### src/rtl/uart_debug_pkg.sv
// Shared constants and state encodings for the UART debug responder.
package uart_debug_pkg;

  // Command bytes accepted from the host.
  localparam logic [7:0] CMD_READ  = 8'h52;  // 'R'
  localparam logic [7:0] CMD_WRITE = 8'h57;  // 'W'

  // Reply bytes sent back when the reply is not read data.
  localparam logic [7:0] RSP_OK  = 8'h4B;  // 'K'
  localparam logic [7:0] RSP_BAD = 8'h3F;  // '?'

  // Frame-level protocol states.
  typedef enum logic [2:0] {
    ST_CMD,
    ST_ADDR_HI,
    ST_ADDR_LO,
    ST_DATA,
    ST_EXEC,
    ST_REPLY
  } frame_state_t;

  // Serial receiver states.
  typedef enum logic [1:0] {
    RX_IDLE,
    RX_START,
    RX_DATA,
    RX_STOP
  } rx_state_t;

  // True for the two command bytes that open a memory access frame.
  function automatic logic is_command(input logic [7:0] b);
    return (b == CMD_READ) || (b == CMD_WRITE);
  endfunction

endpackage

### src/rtl/serial_byte_rx.sv
// 8N1 serial byte receiver: 2-FF synchroniser, mid-bit sampling, stop-bit check.
module serial_byte_rx
  import uart_debug_pkg::*;
#(
  parameter int CLKS_PER_BIT = 87
) (
  input  logic       clk,
  input  logic       reset,
  input  logic       rx,
  output logic       byte_valid,
  output logic [7:0] byte_data,
  output logic       stop_err
);

  localparam int CW = $clog2(CLKS_PER_BIT + 1);
  localparam logic [CW-1:0] HALF_M1 = CW'(CLKS_PER_BIT / 2 - 1);
  localparam logic [CW-1:0] FULL_M1 = CW'(CLKS_PER_BIT - 1);

  rx_state_t     state_q, state_d;
  logic          sync1_q, sync2_q, prev_q;
  logic [CW-1:0] cnt_q, cnt_d;
  logic [2:0]    bit_q, bit_d;
  logic [7:0]    shift_q, shift_d;
  logic          valid_q, valid_d;
  logic          err_q, err_d;

  // Register the synchroniser chain and the receiver state.
  always_ff @(posedge clk or posedge reset) begin
    if (reset) begin
      sync1_q <= 1'b1;
      sync2_q <= 1'b1;
      prev_q  <= 1'b1;
      state_q <= RX_IDLE;
      cnt_q   <= '0;
      bit_q   <= '0;
      shift_q <= '0;
      valid_q <= 1'b0;
      err_q   <= 1'b0;
    end else begin
      sync1_q <= rx;
      sync2_q <= sync1_q;
      prev_q  <= sync2_q;
      state_q <= state_d;
      cnt_q   <= cnt_d;
      bit_q   <= bit_d;
      shift_q <= shift_d;
      valid_q <= valid_d;
      err_q   <= err_d;
    end
  end

  // Walk start/data/stop bits, sampling the synchronised line mid-bit.
  always_comb begin
    state_d = state_q;
    cnt_d   = cnt_q;
    bit_d   = bit_q;
    shift_d = shift_q;
    valid_d = 1'b0;
    err_d   = 1'b0;
    case (state_q)
      RX_IDLE: begin
        if (prev_q && !sync2_q) begin
          state_d = RX_START;
          cnt_d   = '0;
        end
      end
      RX_START: begin
        if (cnt_q == HALF_M1) begin
          cnt_d   = '0;
          bit_d   = '0;
          // A line that is high again mid-start-bit was only a glitch.
          state_d = sync2_q ? RX_IDLE : RX_DATA;
        end else begin
          cnt_d = cnt_q + 1'b1;
        end
      end
      RX_DATA: begin
        if (cnt_q == FULL_M1) begin
          cnt_d   = '0;
          shift_d = {sync2_q, shift_q[7:1]};
          bit_d   = bit_q + 3'd1;
          if (bit_q == 3'd7) state_d = RX_STOP;
        end else begin
          cnt_d = cnt_q + 1'b1;
        end
      end
      RX_STOP: begin
        if (cnt_q == FULL_M1) begin
          cnt_d   = '0;
          state_d = RX_IDLE;
          valid_d = sync2_q;
          err_d   = !sync2_q;
        end else begin
          cnt_d = cnt_q + 1'b1;
        end
      end
      default: state_d = RX_IDLE;
    endcase
  end

  assign byte_valid = valid_q;
  assign byte_data  = shift_q;
  assign stop_err   = err_q;

endmodule

### src/rtl/uart_debug_responder.sv
// Serial peek/poke responder: decodes R/W frames, performs one memory access, replies one byte.
module uart_debug_responder
  import uart_debug_pkg::*;
#(
  parameter int CLKS_PER_BIT = 87,
  parameter int TIMEOUT_CLKS = 100000
) (
  input  logic        clk,
  input  logic        reset,
  input  logic        rx,
  output logic        tx,
  output logic        mem_req,
  output logic        mem_we,
  output logic [15:0] mem_addr,
  output logic [7:0]  mem_wdata,
  input  logic [7:0]  mem_rdata,
  input  logic        mem_ack,
  output logic        busy,
  output logic        frame_err
);

  localparam int CW = $clog2(CLKS_PER_BIT + 1);
  localparam int TW = $clog2(TIMEOUT_CLKS + 1);
  localparam logic [CW-1:0] BIT_M1 = CW'(CLKS_PER_BIT - 1);
  localparam logic [TW-1:0] TMO_M1 = TW'(TIMEOUT_CLKS - 1);

  logic       byte_valid, stop_err;
  logic [7:0] byte_data;

  frame_state_t  state_q, state_d;
  logic          is_write_q, is_write_d;
  logic [15:0]   addr_q, addr_d;
  logic [7:0]    wdata_q, wdata_d;
  logic [7:0]    reply_q, reply_d;
  logic          req_q, req_d;
  logic [TW-1:0] tmo_q, tmo_d;
  logic [9:0]    tx_shift_q, tx_shift_d;
  logic [CW-1:0] tx_cnt_q, tx_cnt_d;
  logic [3:0]    tx_idx_q, tx_idx_d;
  logic          tx_active_q, tx_active_d;
  logic          tx_start, tx_done, timed, tmo_hit, drop;

  serial_byte_rx #(.CLKS_PER_BIT(CLKS_PER_BIT)) u_rx (
    .clk        (clk),
    .reset      (reset),
    .rx         (rx),
    .byte_valid (byte_valid),
    .byte_data  (byte_data),
    .stop_err   (stop_err)
  );

  // Frame state register.
  always_ff @(posedge clk or posedge reset) begin
    if (reset) state_q <= ST_CMD;
    else       state_q <= state_d;
  end

  // Datapath and transmitter registers; the tx shifter idles all-ones so tx rests high.
  always_ff @(posedge clk or posedge reset) begin
    if (reset) begin
      is_write_q  <= 1'b0;
      addr_q      <= '0;
      wdata_q     <= '0;
      reply_q     <= '0;
      req_q       <= 1'b0;
      tmo_q       <= '0;
      tx_shift_q  <= '1;
      tx_cnt_q    <= '0;
      tx_idx_q    <= '0;
      tx_active_q <= 1'b0;
    end else begin
      is_write_q  <= is_write_d;
      addr_q      <= addr_d;
      wdata_q     <= wdata_d;
      reply_q     <= reply_d;
      req_q       <= req_d;
      tmo_q       <= tmo_d;
      tx_shift_q  <= tx_shift_d;
      tx_cnt_q    <= tx_cnt_d;
      tx_idx_q    <= tx_idx_d;
      tx_active_q <= tx_active_d;
    end
  end

  // Next frame state plus the address/data/reply captures that ride along with it.
  always_comb begin
    state_d    = state_q;
    is_write_d = is_write_q;
    addr_d     = addr_q;
    wdata_d    = wdata_q;
    reply_d    = reply_q;
    req_d      = req_q;
    // Inter-byte timer only counts while waiting for the rest of a frame.
    if (byte_valid)  tmo_d = '0;
    else if (timed)  tmo_d = tmo_q + 1'b1;
    else             tmo_d = '0;
    case (state_q)
      ST_CMD: begin
        if (byte_valid) begin
          if (is_command(byte_data)) begin
            is_write_d = (byte_data == CMD_WRITE);
            state_d    = ST_ADDR_HI;
          end else begin
            reply_d = RSP_BAD;
            state_d = ST_REPLY;
          end
        end
      end
      ST_ADDR_HI: begin
        if (byte_valid) begin
          addr_d[15:8] = byte_data;
          state_d      = ST_ADDR_LO;
        end else if (tmo_hit) begin
          state_d = ST_CMD;
        end
      end
      ST_ADDR_LO: begin
        if (byte_valid) begin
          addr_d[7:0] = byte_data;
          state_d     = is_write_q ? ST_DATA : ST_EXEC;
        end else if (tmo_hit) begin
          state_d = ST_CMD;
        end
      end
      ST_DATA: begin
        if (byte_valid) begin
          wdata_d = byte_data;
          state_d = ST_EXEC;
        end else if (tmo_hit) begin
          state_d = ST_CMD;
        end
      end
      ST_EXEC: begin
        // An ack only counts once the request is actually on the port.
        if (req_q && mem_ack) begin
          req_d   = 1'b0;
          reply_d = is_write_q ? RSP_OK : mem_rdata;
          state_d = ST_REPLY;
        end else begin
          req_d = 1'b1;
        end
      end
      ST_REPLY: begin
        if (tx_done) state_d = ST_CMD;
      end
      default: state_d = ST_CMD;
    endcase
    // A corrupted byte abandons a partially received frame.
    if (stop_err && (state_q inside {ST_CMD, ST_ADDR_HI, ST_ADDR_LO, ST_DATA}))
      state_d = ST_CMD;
  end

  // Status outputs and the single-cycle strobes derived from the frame state.
  always_comb begin
    busy      = (state_q != ST_CMD);
    tx_start  = (state_q == ST_REPLY) && !tx_active_q;
    timed     = (state_q inside {ST_ADDR_HI, ST_ADDR_LO, ST_DATA});
    tmo_hit   = timed && !byte_valid && (tmo_q == TMO_M1);
    drop      = byte_valid && (state_q inside {ST_EXEC, ST_REPLY});
    frame_err = stop_err || drop || tmo_hit;
  end

  // Reply transmitter: load start/data/stop into a shifter and hold each bit one bit time.
  always_comb begin
    tx_shift_d  = tx_shift_q;
    tx_cnt_d    = tx_cnt_q;
    tx_idx_d    = tx_idx_q;
    tx_active_d = tx_active_q;
    tx_done     = 1'b0;
    if (tx_start) begin
      tx_shift_d  = {1'b1, reply_q, 1'b0};
      tx_cnt_d    = '0;
      tx_idx_d    = '0;
      tx_active_d = 1'b1;
    end else if (tx_active_q) begin
      if (tx_cnt_q == BIT_M1) begin
        tx_cnt_d   = '0;
        tx_shift_d = {1'b1, tx_shift_q[9:1]};
        if (tx_idx_q == 4'd9) begin
          tx_active_d = 1'b0;
          tx_done     = 1'b1;
        end else begin
          tx_idx_d = tx_idx_q + 4'd1;
        end
      end else begin
        tx_cnt_d = tx_cnt_q + 1'b1;
      end
    end
  end

  assign tx        = tx_shift_q[0];
  assign mem_req   = req_q;
  assign mem_we    = is_write_q;
  assign mem_addr  = addr_q;
  assign mem_wdata = wdata_q;

endmodule

### config.mk
export PLATFORM = sky130hd
export DESIGN_NAME = uart_debug_responder
export DESIGN_NICKNAME = d
export VERILOG_FILES = /design/src/rtl/uart_debug_pkg.sv /design/src/rtl/serial_byte_rx.sv /design/src/rtl/uart_debug_responder.sv
export SDC_FILE = /design/constraint.sdc
export NUM_CORES = 1
export LEC_CHECK = 0
export CAP_MARGIN = 25
export CORE_MARGIN = 4
export CORE_UTILIZATION = 40
export DETAILED_ROUTE_END_ITERATION = 6
export SYNTH_ARGS = -nofsm -noshare
export SYNTH_HDL_FRONTEND = slang
export SYNTH_SLANG_ARGS = --single-unit
### constraint.sdc
create_clock -name clk -period 3.2 [get_ports clk]
set_input_delay 0.48 -clock clk [delete_from_list [all_inputs] [get_ports clk]]
set_output_delay 0.48 -clock clk [all_outputs]
set_load 0.01 [all_outputs]
Word-level counts from Yosys, hierarchy flattened
Index checks and enable logic that the tools add are counted.
{ "totals": {"in_bits": 12, "register_bits": 101, "out_inout_bits": 29, "elab_cells": 144} }
{ "op_classes": {"eq_ne": 28, "n_addsub": 5, "reduce_logical": 35, "muxes": 55} }
{ "op_table": {"columns": ["op", "count"], "rows": [
  ["$mux W7", 6],
  ["$mux W3", 12],
  ["$mux W17", 2],
  ["$mux W8", 4],
  ["$mux W10", 3],
  ["$pmux W7 S3", 1],
  ["$pmux W3 S6", 1],
  ["$add A17 B1 Y17 const B", 1],
  ["$eq A17 B17 Y1 const B", 1],
  ["$eq A8 B7 Y1 const B", 2],
  ["$mux W4", 4],
  ["$pmux W8 S2", 1],
  ["$add A7 B1 Y7 const B", 2],
  ["$eq A7 B7 Y1 const B", 2],
  ["$mux W1", 13],
  ["$mux W2", 6],
  ["$ne A2 B1 Y1 const B", 6],
  ["$reduce_and A3 Y1", 4],
  ["$reduce_and A2 Y1", 5],
  ["$reduce_bool A2 Y1", 5],
  ["$eq A3 B3 Y1 const B", 3],
  ["$pmux W2 S4", 1],
  ["$eq A7 B6 Y1 const B", 1],
  ["$logic_and A1 B1 Y1", 7],
  ["other kinds (20)", 30]
]} }

Logic depth before layout (Yosys ltp)
Gate-level depths: netlist of run 1.
{ "logic_depth": {"depth_word": 8, "mapped_depth": 7, "depth_no_buf": 6} }

Hierarchy
Synthesis of run 1 repeated with hierarchy kept, for this count alone.
{ "hier_totals": {"cells_unflattened": 431, "area_unflattened_um2": 4799.6} }
{ "modules_own_cells": {"columns": ["mod", "cells_per_inst", "instances", "area_each_um2"], "rows": [
  ["uart_debug_responder", 324, 1, 3592.2],
  ["serial_byte_rx", 107, 1, 1207.4]
]} }

Worst setup path after synthesis of run 1
No wires, ideal clock.
{ "synth_path": {"path_type": "register -> output", "startpoint": "register state_q[1]", "endpoint": "output port frame_err", "path_slack_ns": 1.237, "required_time_ns": 2.720, "t_arrival_ns": 1.483, "stages_incl_launch_ff": 7, "path_cell_list": "dfrtp_1 -> buf_4 -> nor2_1 -> or3_1 -> buf_2 -> nor4_2 -> a311o_1"} }
{ "synth_between": {"elab_chain_cells": 5, "word_cells_on_any_way": 12, "classes_between": "eq/ne: 5; reduce/logical: 7"} }
{ "synth_lines": {"columns": ["element", "line_no", "text"], "rows": [
  ["start, declared", "uart_debug_responder.sv:30", "frame_state_t state_q, state_d;"],
  ["start signal, assigned", "uart_debug_responder.sv:55", "else state_q <= state_d;"],
  ["$eq A3 B1 Y1 (tied with other cells)", "uart_debug_responder.sv:157", "timed = (state_q inside {ST_ADDR_HI, ST_ADDR_LO, ST_DATA});"],
  ["$reduce_bool A3 Y1 / $reduce_bool A2 Y1 (equally long branches)", "uart_debug_responder.sv:157, uart_debug_responder.sv:159", null],
  ["$logic_and A1 B1 Y1 (on tied branches)", "uart_debug_responder.sv:158, uart_debug_responder.sv:159", null],
  ["$logic_and A1 B1 Y1 / $logic_or A1 B1 Y1 (equally long branches)", "uart_debug_responder.sv:158, uart_debug_responder.sv:160", null],
  ["$logic_or A1 B1 Y1 *", "uart_debug_responder.sv:160", "frame_err = stop_err || drop || tmo_hit;"],
  ["end, declared", "uart_debug_responder.sv:19", "output logic frame_err"]
]} }
Mark *: on every way between the ends. The rest lies on a longest branch, timed or not.

Worst setup path after layout of run 1
{ "layout_path": {"startpoint": "register tmo_q[0]", "endpoint": "output port frame_err"} }
{ "layout_between": {"elab_chain_cells": 3} }
{ "layout_lines": {"columns": ["element", "line_no", "text"], "rows": [
  ["start, declared", "uart_debug_responder.sv:36", "logic [TW-1:0] tmo_q, tmo_d;"],
  ["start signal, assigned", "uart_debug_responder.sv:77", "tmo_q <= tmo_d;"],
  ["$eq A17 B17 Y1", "uart_debug_responder.sv:158", "tmo_hit = timed && !byte_valid && (tmo_q == TMO_M1);"],
  ["$logic_and A1 B1 Y1", "uart_debug_responder.sv:158", null],
  ["$logic_or A1 B1 Y1", "uart_debug_responder.sv:160", null]
]} }
Every way passes these cells.

==> results of run 1 <==
area by class of cell:
class                           instances  area [µm²]  area share [%]
Sequential cell                       100        2520            44.1
Multi-Input combinational cell        297        2150            37.6
Timing Repair Buffer                   49         480            8.42
Clock buffer                           12         256            4.49
Tap cell                              143         179            3.13
Inverter                               25        96.3            1.69
Clock inverter                          4        30.0           0.526
cells in the mapped netlist (2+ instances only):
master | instances | area (µm²)
sky130_fd_sc_hd__a22o_1 | 3 | 26.3
sky130_fd_sc_hd__dfstp_2 | 12 | 315
sky130_fd_sc_hd__clkbuf_1 | 4 | 15.0
sky130_fd_sc_hd__mux2i_1 | 13 | 130
sky130_fd_sc_hd__and2_1 | 2 | 12.5
sky130_fd_sc_hd__and3b_1 | 2 | 17.5
sky130_fd_sc_hd__nor3_1 | 10 | 50.1
sky130_fd_sc_hd__nor4b_1 | 2 | 17.5
sky130_fd_sc_hd__nor2b_1 | 5 | 31.3
sky130_fd_sc_hd__xnor2_1 | 14 | 123
sky130_fd_sc_hd__a21oi_2 | 2 | 17.5
sky130_fd_sc_hd__a21oi_1 | 11 | 55.1
sky130_fd_sc_hd__o21ai_0 | 31 | 155
sky130_fd_sc_hd__inv_1 | 25 | 93.8
sky130_fd_sc_hd__and4b_1 | 2 | 20.0
sky130_fd_sc_hd__nand3_1 | 11 | 55.1
sky130_fd_sc_hd__xor2_1 | 6 | 52.6
sky130_fd_sc_hd__o311ai_0 | 2 | 17.5
sky130_fd_sc_hd__dfrtp_1 | 88 | 2200
sky130_fd_sc_hd__nand2b_1 | 2 | 12.5
sky130_fd_sc_hd__buf_2 | 5 | 25.0
sky130_fd_sc_hd__mux2_2 | 41 | 462
sky130_fd_sc_hd__or3_1 | 8 | 50.1
sky130_fd_sc_hd__or2_2 | 2 | 12.5
sky130_fd_sc_hd__nor2_1 | 37 | 139
sky130_fd_sc_hd__and3_1 | 3 | 18.8
sky130_fd_sc_hd__nand4_1 | 6 | 37.5
sky130_fd_sc_hd__o211ai_1 | 2 | 15.0
sky130_fd_sc_hd__nor4_1 | 6 | 37.5
sky130_fd_sc_hd__nand4b_1 | 3 | 26.3
sky130_fd_sc_hd__ha_1 | 13 | 163
sky130_fd_sc_hd__nand2_1 | 32 | 120
critical path: stages, from the launching register on:
cell and delay [ps]:
sky130_fd_sc_hd__dfrtp_1 400, sky130_fd_sc_hd__ha_1 240, sky130_fd_sc_hd__and4_1 270, sky130_fd_sc_hd__nand2_1 100, sky130_fd_sc_hd__nor4_2 320, sky130_fd_sc_hd__a311o_1 190
sky130_fd_sc_hd__clkdlybuf4s50_1 540
state kept, by name, indices dropped and copies added (netlist names), 3 cells and up, named ones only:
name,count
u_rx.byte_data,8
mem_addr,16
u_rx.bit_q,3
u_rx.cnt_q,7
reply_q,8
mem_wdata,8
state_q,3
tx_idx_q,4
tx_cnt_q,7
tx_shift_q,9
tmo_q,17
through the flow:
step / total power, mW / utilization [%] / area (µm²) / std cells
2_1_floorplan: 1.63 / - / 4810 / 433
3_3_place_gp: 1.71 / 46.7 / 5420 / 614
3_5_place_dp: 1.72 / 46.7 / 5420 / 614
4_1_cts: 2.78 / 49.1 / 5710 / 630
5_1_grt: 2.89 / 49.1 / 5710 / 630
6_report: 2.74 / 49.1 / 5710 / 630
logic make-up (layout without fill, tap and decap cells):
kind of cell    count (synthesis)  after routing
buf+inv                        36             90
flops                         100            100
xor+xnor                       20             20
mux                            55             55
compound gates                 64             64
fa+ha+maj                      13             13
simple gates                  145            145
metal layers:
layer	vias up	part of all wire, %
met5	-	0
met4	0	1.2
met3	9	4.1
met2	31	47
met1	1632	47
li1	1621	-
where the power goes:
part           switching (mW)  total [mW]  internal (mW)
clock network           0.470        1.04          0.574
registers              0.0304        1.33           1.30
logic                   0.213       0.361          0.148
path summary, 6_finish.rpt:
kind / cells past startpoint / slack [ps] / end / start
max in group asynchronous: 3 / 2060 / tx_shift_q[0] / reset
setup / recovery: 6 / 310 / frame_err / tmo_q[0]
hold reg to reg: 0 / 360 / u_rx.sync2_q / u_rx.sync1_q
setup reg to reg: 6 / 1280 / u_rx.bit_q[0] / u_rx.cnt_q[0]
hold / removal: 0 / 360 / u_rx.sync2_q / u_rx.sync1_q
min in group asynchronous: 2 / 440 / tmo_q[10] / reset
layout by cell type, fill, tap and decap left out, types with 8 or more instances in the layout:
cell                              count
sky130_fd_sc_hd__buf_4                8
sky130_fd_sc_hd__a21oi_1             11
sky130_fd_sc_hd__clkdlybuf4s50_1     40
sky130_fd_sc_hd__nand3_1             11
sky130_fd_sc_hd__nor3_1              10
sky130_fd_sc_hd__nand2_1             32
sky130_fd_sc_hd__o21ai_0             31
sky130_fd_sc_hd__or3_1                8
sky130_fd_sc_hd__ha_1                13
sky130_fd_sc_hd__dfstp_2             12
sky130_fd_sc_hd__mux2i_1             13
sky130_fd_sc_hd__clkbuf_16            9
sky130_fd_sc_hd__mux2_2              41
sky130_fd_sc_hd__dfrtp_1             88
sky130_fd_sc_hd__nor2_1              37
sky130_fd_sc_hd__inv_1               24
sky130_fd_sc_hd__xnor2_1             14
==> results_tabular.tex, run 1 <==
\begin{tabular}{lr}
\hline
Metric & Value \\
\hline
\multicolumn{2}{l}{\textbf{Die}} \\
\quad Area of the die & 13800 µm² \\
\quad Chip height & roughly 120 µm \\
\quad Initial standard-cell utilization of the core & between 40\% and 50\% \\
\quad Die width & 118 µm \\
\quad Number of ports placed on the die boundary & approximately 40 \\
\quad Area of the placeable core & 11600 µm² \\
\quad Number of rows in the core area & 39 \\
\multicolumn{2}{l}{\textbf{Clock tree}} \\
\quad Total CTS buffers & 9 \\
\quad Clock slew seen by the registers of the worst setup and hold paths & 60 ps \\
\quad \# clock sinks & 100 \\
\quad Clock tree from TritonCTS & done \\
\quad Setup repair bufs after CTS & 0 \\
\quad Clock latency of the later-clocked register in the worst-skew pair & between 300 and 400 ps \\
\quad Count of cells resized by post-cts repair & 0 \\
\quad Buffer depth of the longest clock path & 2 \\
\quad Buffer type at the clock tree root & sky130\_fd\_sc\_hd\_\_clkbuf\_16 \\
\quad Hold\_buf cts & 0 \\
\quad H-tree depth reported by CTS & 3 \\
\multicolumn{2}{l}{\textbf{STA}} \\
\quad Worst hold slack across all endpoints & 363 ps \\
\quad Actual transition at the worst max-transition pin & 727 ps \\
\quad Count of endpoints failing setup in the final report & 0 \\
\quad Setup clock skew after layout & roughly 8.7 ps \\
\quad Highest clock rate & 346 MHz \\
\quad Clock period minus worst slack & 2890 ps \\
\quad Slew Viols, Final & 0 \\
\quad Final critical-path share of the clock period & 90.3\% \\
\quad Number of hold violations in the final report & 0 \\
\quad Slew Limit Headroom & 51.3\% \\
\quad RSZ-0062 raised after global routing & false \\
\quad Final-layout setup total negative slack & 0 ps \\
\quad Setup ws final & 310 ps \\
\multicolumn{2}{l}{\textbf{Cells and area}} \\
\quad Fill cell instance count of the final layout & approximately 1100 \\
\quad Ant. Diodes & 0 \\
\quad Post-synthesis to final-layout area growth & 18.6\% \\
\quad Post-layout nets & slightly above 500 \\
\quad Share of post-route cells with drive strength above 1 & 19.3\% \\
\multicolumn{2}{l}{\textbf{Synthesis}} \\
\quad Area share of and/or/nand/nor cells after synthesis & between 10\% and 20\% \\
\quad Synthesized netlist cell count & 433 \\
\quad Number of distinct library cell variants in the gate-level netlist after synthesis & 60 \\
\quad Adder and majority gate portion of the synthesized area & 3.38\% \\
\quad Synthesized area divided by synthesized cell count & roughly 11 µm² \\
\quad Netlist area before placement & 4810 µm² \\
\quad Post-synth EDFFs & 0 \\
\quad Ys async rst share & 100\% \\
\quad Combinational family with the most area after synthesis & simple AND/OR/NAND/NOR gates \\
\quad Mux share of post-synthesis cell area & 12.6\% \\
\quad Fraction of the mapped netlist area in compound gates & 8.48\% \\
\quad Synthesis Warnings & 0 \\
\quad Post-synthesis xor/xnor area fraction & between 3 and 4\% \\
\quad Dominant register cell in the synthesized netlist & sky130\_fd\_sc\_hd\_\_dfrtp\_1 \\
\quad Post-synthesis net count & about 460 \\
\quad Portion of the post-synthesis area used by sequential elements & 52.3\% \\
\quad FF+latch count, synth & 100 \\
\multicolumn{2}{l}{\textbf{Setup path}} \\
\quad Critical Path RT & 2720 ps \\
\quad Crit path kind & reg2out \\
\quad Type of destination of the critical path & output pin \\
\quad Arrival time worst endpoint & 2410 ps \\
\quad CP max FO & 4 \\
\quad CP Launch Type & flop \\
\multicolumn{2}{l}{\textbf{Global route}} \\
\quad Total routing resource utilization after global routing & between 10\% and 20\% \\
\quad Met3 track utilization from global routing & 5.38\% \\
\quad Met2 Use GR & 23.2\% \\
\quad Pin count of the biggest net entering global routing & 53 \\
\quad Congestion Overflow GR & 0 \\
\quad Vias in the first global route & 3490 \\
\quad Initial antenna violation count & 0 \\
\quad First-pass GRT wire length & 17200 µm \\
\quad Most heavily used metal layer in global routing & met2 \\
\quad Global Route met1 Usage & 19.9\% \\
\multicolumn{2}{l}{\textbf{Detailed routing}} \\
\quad Iteration-0 DRC count of the detailed router & 139 \\
\quad Routed wire length & 9340 µm \\
\quad \# DRC & 0 \\
\quad Number of nets with antenna violations after routing & 0 \\
\quad Per-cell via count in the routed design & 5.23 \\
\quad Routed WL per cell & 14.8 µm \\
\quad Total iterations of the first detailed-routing run & 4 \\
\quad Routed vias & around 3300 \\
\multicolumn{2}{l}{\textbf{Power}} \\
\quad Worst vdd rail ir drop & 0.371 mV \\
\quad Leakage power summed over all cells & around 2.5 nW \\
\quad Pwr per Cell Area & 479 nW/µm² \\
\multicolumn{2}{l}{\textbf{Run status}} \\
\quad Status & finished clean \\
\multicolumn{2}{l}{\textbf{Place}} \\
\quad IO buf count & 40 \\
\quad Post-DP HPWL & 6580 µm \\
\quad Global placer's final weighted congestion & 0.842 \\
\quad Pre-CTS setup slack & roughly 650 ps \\
\multicolumn{2}{l}{\textbf{Run}} \\
\quad Count of max-cap constraint violations & 0 \\
\multicolumn{2}{l}{\textbf{Worst hold path}} \\
\quad Min-Delay Path Class & reg2reg \\
\hline
\end{tabular}
(Power assumes the default switching activity.)
==> run 2, diff against run 1 <==
ABC_AREA = 1   (was not set)
==> results_tabular.tex, run 2 <==
\begin{tabular}{lr}
\hline
Metric & Value \\
\hline
\multicolumn{2}{l}{\textbf{Cells and area}} \\
\quad Ant. Diodes & 0 (unchanged) \\
\quad Post-Layout Inst Area & 5870 µm² (+2.8\%) \\
\quad Fill cell instance count of the final layout & 1210 (+12\%) \\
\quad Commonest non-fill, non-tap cell in the layout & sky130\_fd\_sc\_hd\_\_nand2\_1 \\
\quad Leading cell types in the layout, fill and taps excluded & sky130\_fd\_sc\_hd\_\_nand2\_1 (150), sky130\_fd\_sc\_hd\_\_dfrtp\_1 (88), sky130\_fd\_sc\_hd\_\_inv\_1 (56), sky130\_fd\_sc\_hd\_\_nor2\_1 (50), sky130\_fd\_sc\_hd\_\_o21ai\_0 (47) \\
\quad Post-synthesis to final-layout area growth & 17.4\% \\
\quad Flip-flop count of the largest register, all copies and words added & 17 (unchanged) \\
\quad Multi-input combinational cell area & 2140 µm² (-0.52\%) \\
\quad Register with the highest flop count & tmo\_q \\
\quad Share of post-route cells with drive strength above 1 & 12.8\% (-6.5 points) \\
\quad Post-layout nets & 646 (+27\%) \\
\quad Register area & 2520 µm² (unchanged) \\
\multicolumn{2}{l}{\textbf{Setup path}} \\
\quad Top Family by Delay on Critical Path & buffers and inverters \\
\quad Register-to-Register Setup Slack & 1370 ps (+90 ps) \\
\quad Type of destination of the critical path & output pin \\
\quad CP max-delay cell & sky130\_fd\_sc\_hd\_\_clkdlybuf4s50\_1 \\
\quad Number of cells on the critical path & 6 (unchanged) \\
\quad Worst reg2reg path endpoint & u\_rx.state\_q[0] \\
\quad Crit path launch & u\_rx.byte\_valid \\
\quad Worst Path Buf+Inv & 1 (unchanged) \\
\quad Series of cell instances along the critical path & nor2\_2, nand2\_2, nor2\_1, nand3\_1, o311ai\_0, clkdlybuf4s50\_1 \\
\quad Crit path kind & reg2out \\
\quad CP max FO & 10 (+6) \\
\quad Worst reg-to-reg path cell count & 9 (+3) \\
\quad CP Launch Type & flop \\
\quad Start of the worst register-to-register path & u\_rx.state\_q[0] \\
\quad Worst setup endpoint & frame\_err \\
\quad Critical Path RT & 2720 ps (about the same) \\
\quad Arrival time worst endpoint & 2220 ps (-190 ps) \\
\quad Slowest Stage Delay on Critical Path & 620 ps (+80 ps) \\
\multicolumn{2}{l}{\textbf{Synthesis}} \\
\quad Cell with the most instances after synthesis & sky130\_fd\_sc\_hd\_\_nand2\_1 \\
\quad Post-synthesis net count & 602 (+31\%) \\
\quad Dominant register cell in the synthesized netlist & sky130\_fd\_sc\_hd\_\_dfrtp\_1 \\
\quad Area share of and/or/nand/nor cells after synthesis & 25.6\% (+9.0 points) \\
\quad Netlist area before placement & 5000 µm² (+3.9\%) \\
\quad Portion of synthesized cell area occupied by the leading cell type & 44.1\% (-1.7 points) \\
\quad Post-synth EDFFs & 0 (unchanged) \\
\quad Combinational family with the most area after synthesis & simple AND/OR/NAND/NOR gates \\
\quad Portion of the post-synthesis area used by sequential elements & 50.4\% (-2.0 points) \\
\quad Number of distinct library cell variants in the gate-level netlist after synthesis & 48 (-20\%) \\
\quad Ys async rst share & 100\% (unchanged) \\
\quad Area contributors post-synth & sky130\_fd\_sc\_hd\_\_dfrtp\_1 (44\%), sky130\_fd\_sc\_hd\_\_nand2\_1 (11\%), sky130\_fd\_sc\_hd\_\_dfstp\_2 (6.3\%), sky130\_fd\_sc\_hd\_\_o21ai\_0 (4.7\%), sky130\_fd\_sc\_hd\_\_inv\_1 (4.3\%) \\
\quad Commonest cells in the netlist & sky130\_fd\_sc\_hd\_\_nand2\_1 (150), sky130\_fd\_sc\_hd\_\_dfrtp\_1 (88), sky130\_fd\_sc\_hd\_\_inv\_1 (57) \\
\quad Synthesized area divided by synthesized cell count & 8.66 µm² (-22\%) \\
\quad Synthesis Warnings & 0 (unchanged) \\
\quad Mux share of post-synthesis cell area & 0\% (-13 points) \\
\quad Adder and majority gate portion of the synthesized area & 3.25\% (-0.13 points) \\
\quad Cell type with the highest aggregate area in the netlist & sky130\_fd\_sc\_hd\_\_dfrtp\_1 \\
\quad Fraction of the mapped netlist area in compound gates & 12.3\% (+3.9 points) \\
\quad FF+latch count, synth & 100 (unchanged) \\
\quad Synthesized netlist cell count & 577 (+33\%) \\
\quad Post-synthesis xor/xnor area fraction & 1.58\% (-2.1 points) \\
\multicolumn{2}{l}{\textbf{Run status}} \\
\quad Status & finished clean \\
\multicolumn{2}{l}{\textbf{Place}} \\
\quad Global placer's final weighted congestion & 0.918 (+9.1\%) \\
\quad Post-DP HPWL & 7480 µm (+14\%) \\
\quad DP Area & 5570 µm² (+2.7\%) \\
\quad IO buf count & 40 (unchanged) \\
\multicolumn{2}{l}{\textbf{Global route}} \\
\quad Congestion Overflow GR & 0 (unchanged) \\
\quad First-pass GRT wire length & 17700 µm (+2.9\%) \\
\quad Total routing resource utilization after global routing & 15.1\% (+0.10 points) \\
\quad Vias in the first global route & 3812 (+9.2\%) \\
\quad Initial antenna violation count & 0 (unchanged) \\
\quad Pin count of the biggest net entering global routing & 59 (+11\%) \\
\multicolumn{2}{l}{\textbf{Worst hold path}} \\
\quad Min-Delay Path Class & reg2reg \\
\quad Hold\_sp & u\_rx.sync1\_q \\
\multicolumn{2}{l}{\textbf{Power}} \\
\quad Internal Power & 2.00 mW (-1.3\%) \\
\quad Gate power share & 9.4\% (-3.8 points) \\
\quad Switching Fraction & 26.0\% (-0.065 points) \\
\quad Power share of the sequential group & 49.5\% (+0.9 points) \\
\quad Worst vdd rail ir drop & 0.332 mV (-10\%) \\
\quad Pwr per Cell Area & 460 nW/µm² (-4.1\%) \\
\quad Leakage power summed over all cells & 2.59 nW (+4.7\%) \\
\quad Sw Pwr & 0.702 mW (-1.6\%) \\
\quad Clock network power share & 41.1\% (+2.9 points) \\
\multicolumn{2}{l}{\textbf{Die}} \\
\quad Chip height & 120 µm (+1.8\%) \\
\quad Initial standard-cell utilization of the core & 41.3\% (-0.15 points) \\
\quad Number of rows in the core area & 40 (+2.6\%) \\
\quad Area of the die & 14300 µm² (+3.6\%) \\
\quad Number of ports placed on the die boundary & 41 (unchanged) \\
\quad Die width & 120 µm (+1.8\%) \\
\quad Area of the placeable core & 12100 µm² (+4.3\%) \\
\multicolumn{2}{l}{\textbf{STA}} \\
\quad Count of endpoints failing setup in the final report & 0 (unchanged) \\
\quad RSZ-0062 raised after global routing & false \\
\quad Clock period minus worst slack & 2700 ps (-188 ps) \\
\quad Final critical-path share of the clock period & 84.4\% (-5.9 points) \\
\quad Actual transition at the worst max-transition pin & 677 ps (-50.0 ps) \\
\quad Slew Limit Headroom & 54.9\% (+3.6 points) \\
\quad Highest clock rate & 370 MHz (+7.0\%) \\
\quad Final-layout setup total negative slack & 0 ps (unchanged) \\
\quad Number of hold violations in the final report & 0 (unchanged) \\
\quad Slew Viols, Final & 0 (unchanged) \\
\quad Setup clock skew after layout & 6.50 ps (-2.16 ps) \\
\multicolumn{2}{l}{\textbf{Detailed routing}} \\
\quad Number of nets with antenna violations after routing & 0 (unchanged) \\
\quad \# DRC & 0 (unchanged) \\
\quad Routed wire length & 10200 µm (+9.7\%) \\
\quad Per-cell via count in the routed design & 4.87 (-6.8\%) \\
\quad Routed vias & 3867 (+17\%) \\
\quad Routed WL per cell & 12.9 µm (-13\%) \\
\quad Total iterations of the first detailed-routing run & 4 (unchanged) \\
\quad Iteration-0 DRC count of the detailed router & 151 (+8.6\%) \\
\multicolumn{2}{l}{\textbf{Clock tree}} \\
\quad Buffer depth of the longest clock path & 2 (unchanged) \\
\quad \# clock sinks & 100 (unchanged) \\
\quad Hold\_buf cts & 0 (unchanged) \\
\quad Total CTS buffers & 9 (unchanged) \\
\quad Setup repair bufs after CTS & 0 (unchanged) \\
\quad Clock latency of the later-clocked register in the worst-skew pair & 350 ps (about the same) \\
\quad H-tree depth reported by CTS & 3 (unchanged) \\
\quad Clock tree from TritonCTS & done \\
\quad Clock slew seen by the registers of the worst setup and hold paths & 70 ps (about the same) \\
\quad Count of cells resized by post-cts repair & 0 (unchanged) \\
\quad Buffer type at the clock tree root & sky130\_fd\_sc\_hd\_\_clkbuf\_16 \\
\multicolumn{2}{l}{\textbf{Run}} \\
\quad Count of max-cap constraint violations & 0 (unchanged) \\
\hline
\end{tabular}
[run 2: cell count changes in the layout (fill, tap and decap cells not counted), sizes merged, moves of 5 or more]
cell   change
buf        -8
or3        -8
xnor2     -10
nor2b      -5
nand3     +12
mux2i     -13
inv       +44
nor4       -6
nand2    +125
nand4      +6
o21ai     +38
nor2      +24
mux2      -42
[run 2: stage by stage]
step	power [mW]	instances	utilization (%)	setup WS [ps]	hold slack [ps]
6_report	2.70	794	48.5	498	364
5_1_grt	2.83	794	48.5	279	369
4_1_cts	2.74	794	48.5	443	367
3_5_place_dp	1.61	778	46.0	836	349
3_3_place_gp	1.60	778	46.0	881	346
2_1_floorplan	1.54	577	-	121	345
[run 2: layer usage]
| metal | global-route usage [%] | part of all wire, % | vias to the layer above |
|---|---|---|---|
| met5 | 0 | 0 | - |
| met4 | 4.72 | 0.93 | 0 |
| met3 | 4.19 | 3.2 | 8 |
| met2 | 25.5 | 51 | 37 |
| met1 | 18.9 | 45 | 1861 |
| li1 | - | - | 1961 |
[run 2: logic make-up after synthesis]
logic type               count (synthesis)
AO/OA/AOI/OAI                          105
XOR/XNOR                                 9
adder cells (fa/ha/maj)                 13
buffers and inverters                   79
flip-flops                             100
AND/OR/NAND/NOR                        271
[run 2: layout make-up]
class                      instances  share of cell area [%]
tap                              168                    3.58
timing repair buffer              41                    7.16
clock buffer                      10                    3.90
multi-input combinational        398                    36.4
inverter                          71                    4.84
sequential                       100                    42.9
clock inverter                     6                    1.24
[run 2: power groups by stage]
stage	clock [mW]	sequential [mW]	combinational [mW]
CTS	1.14	1.34	0.257
finish	1.11	1.34	0.254
global route	1.19	1.34	0.293
floorplan	0	1.35	0.190
detailed placement	0	1.36	0.255
global placement	0	1.36	0.247
[run 2: worst min path at each step]
stage	end	slack [ps]	depth (start not counted)
after floorplan	u_rx.sync2_q	350	0
after global placement	u_rx.sync2_q	350	0
after detailed placement	u_rx.sync2_q	350	0
after CTS	u_rx.sync2_q	370	0
after global routing	u_rx.sync2_q	370	0
final	u_rx.sync2_q	360	0
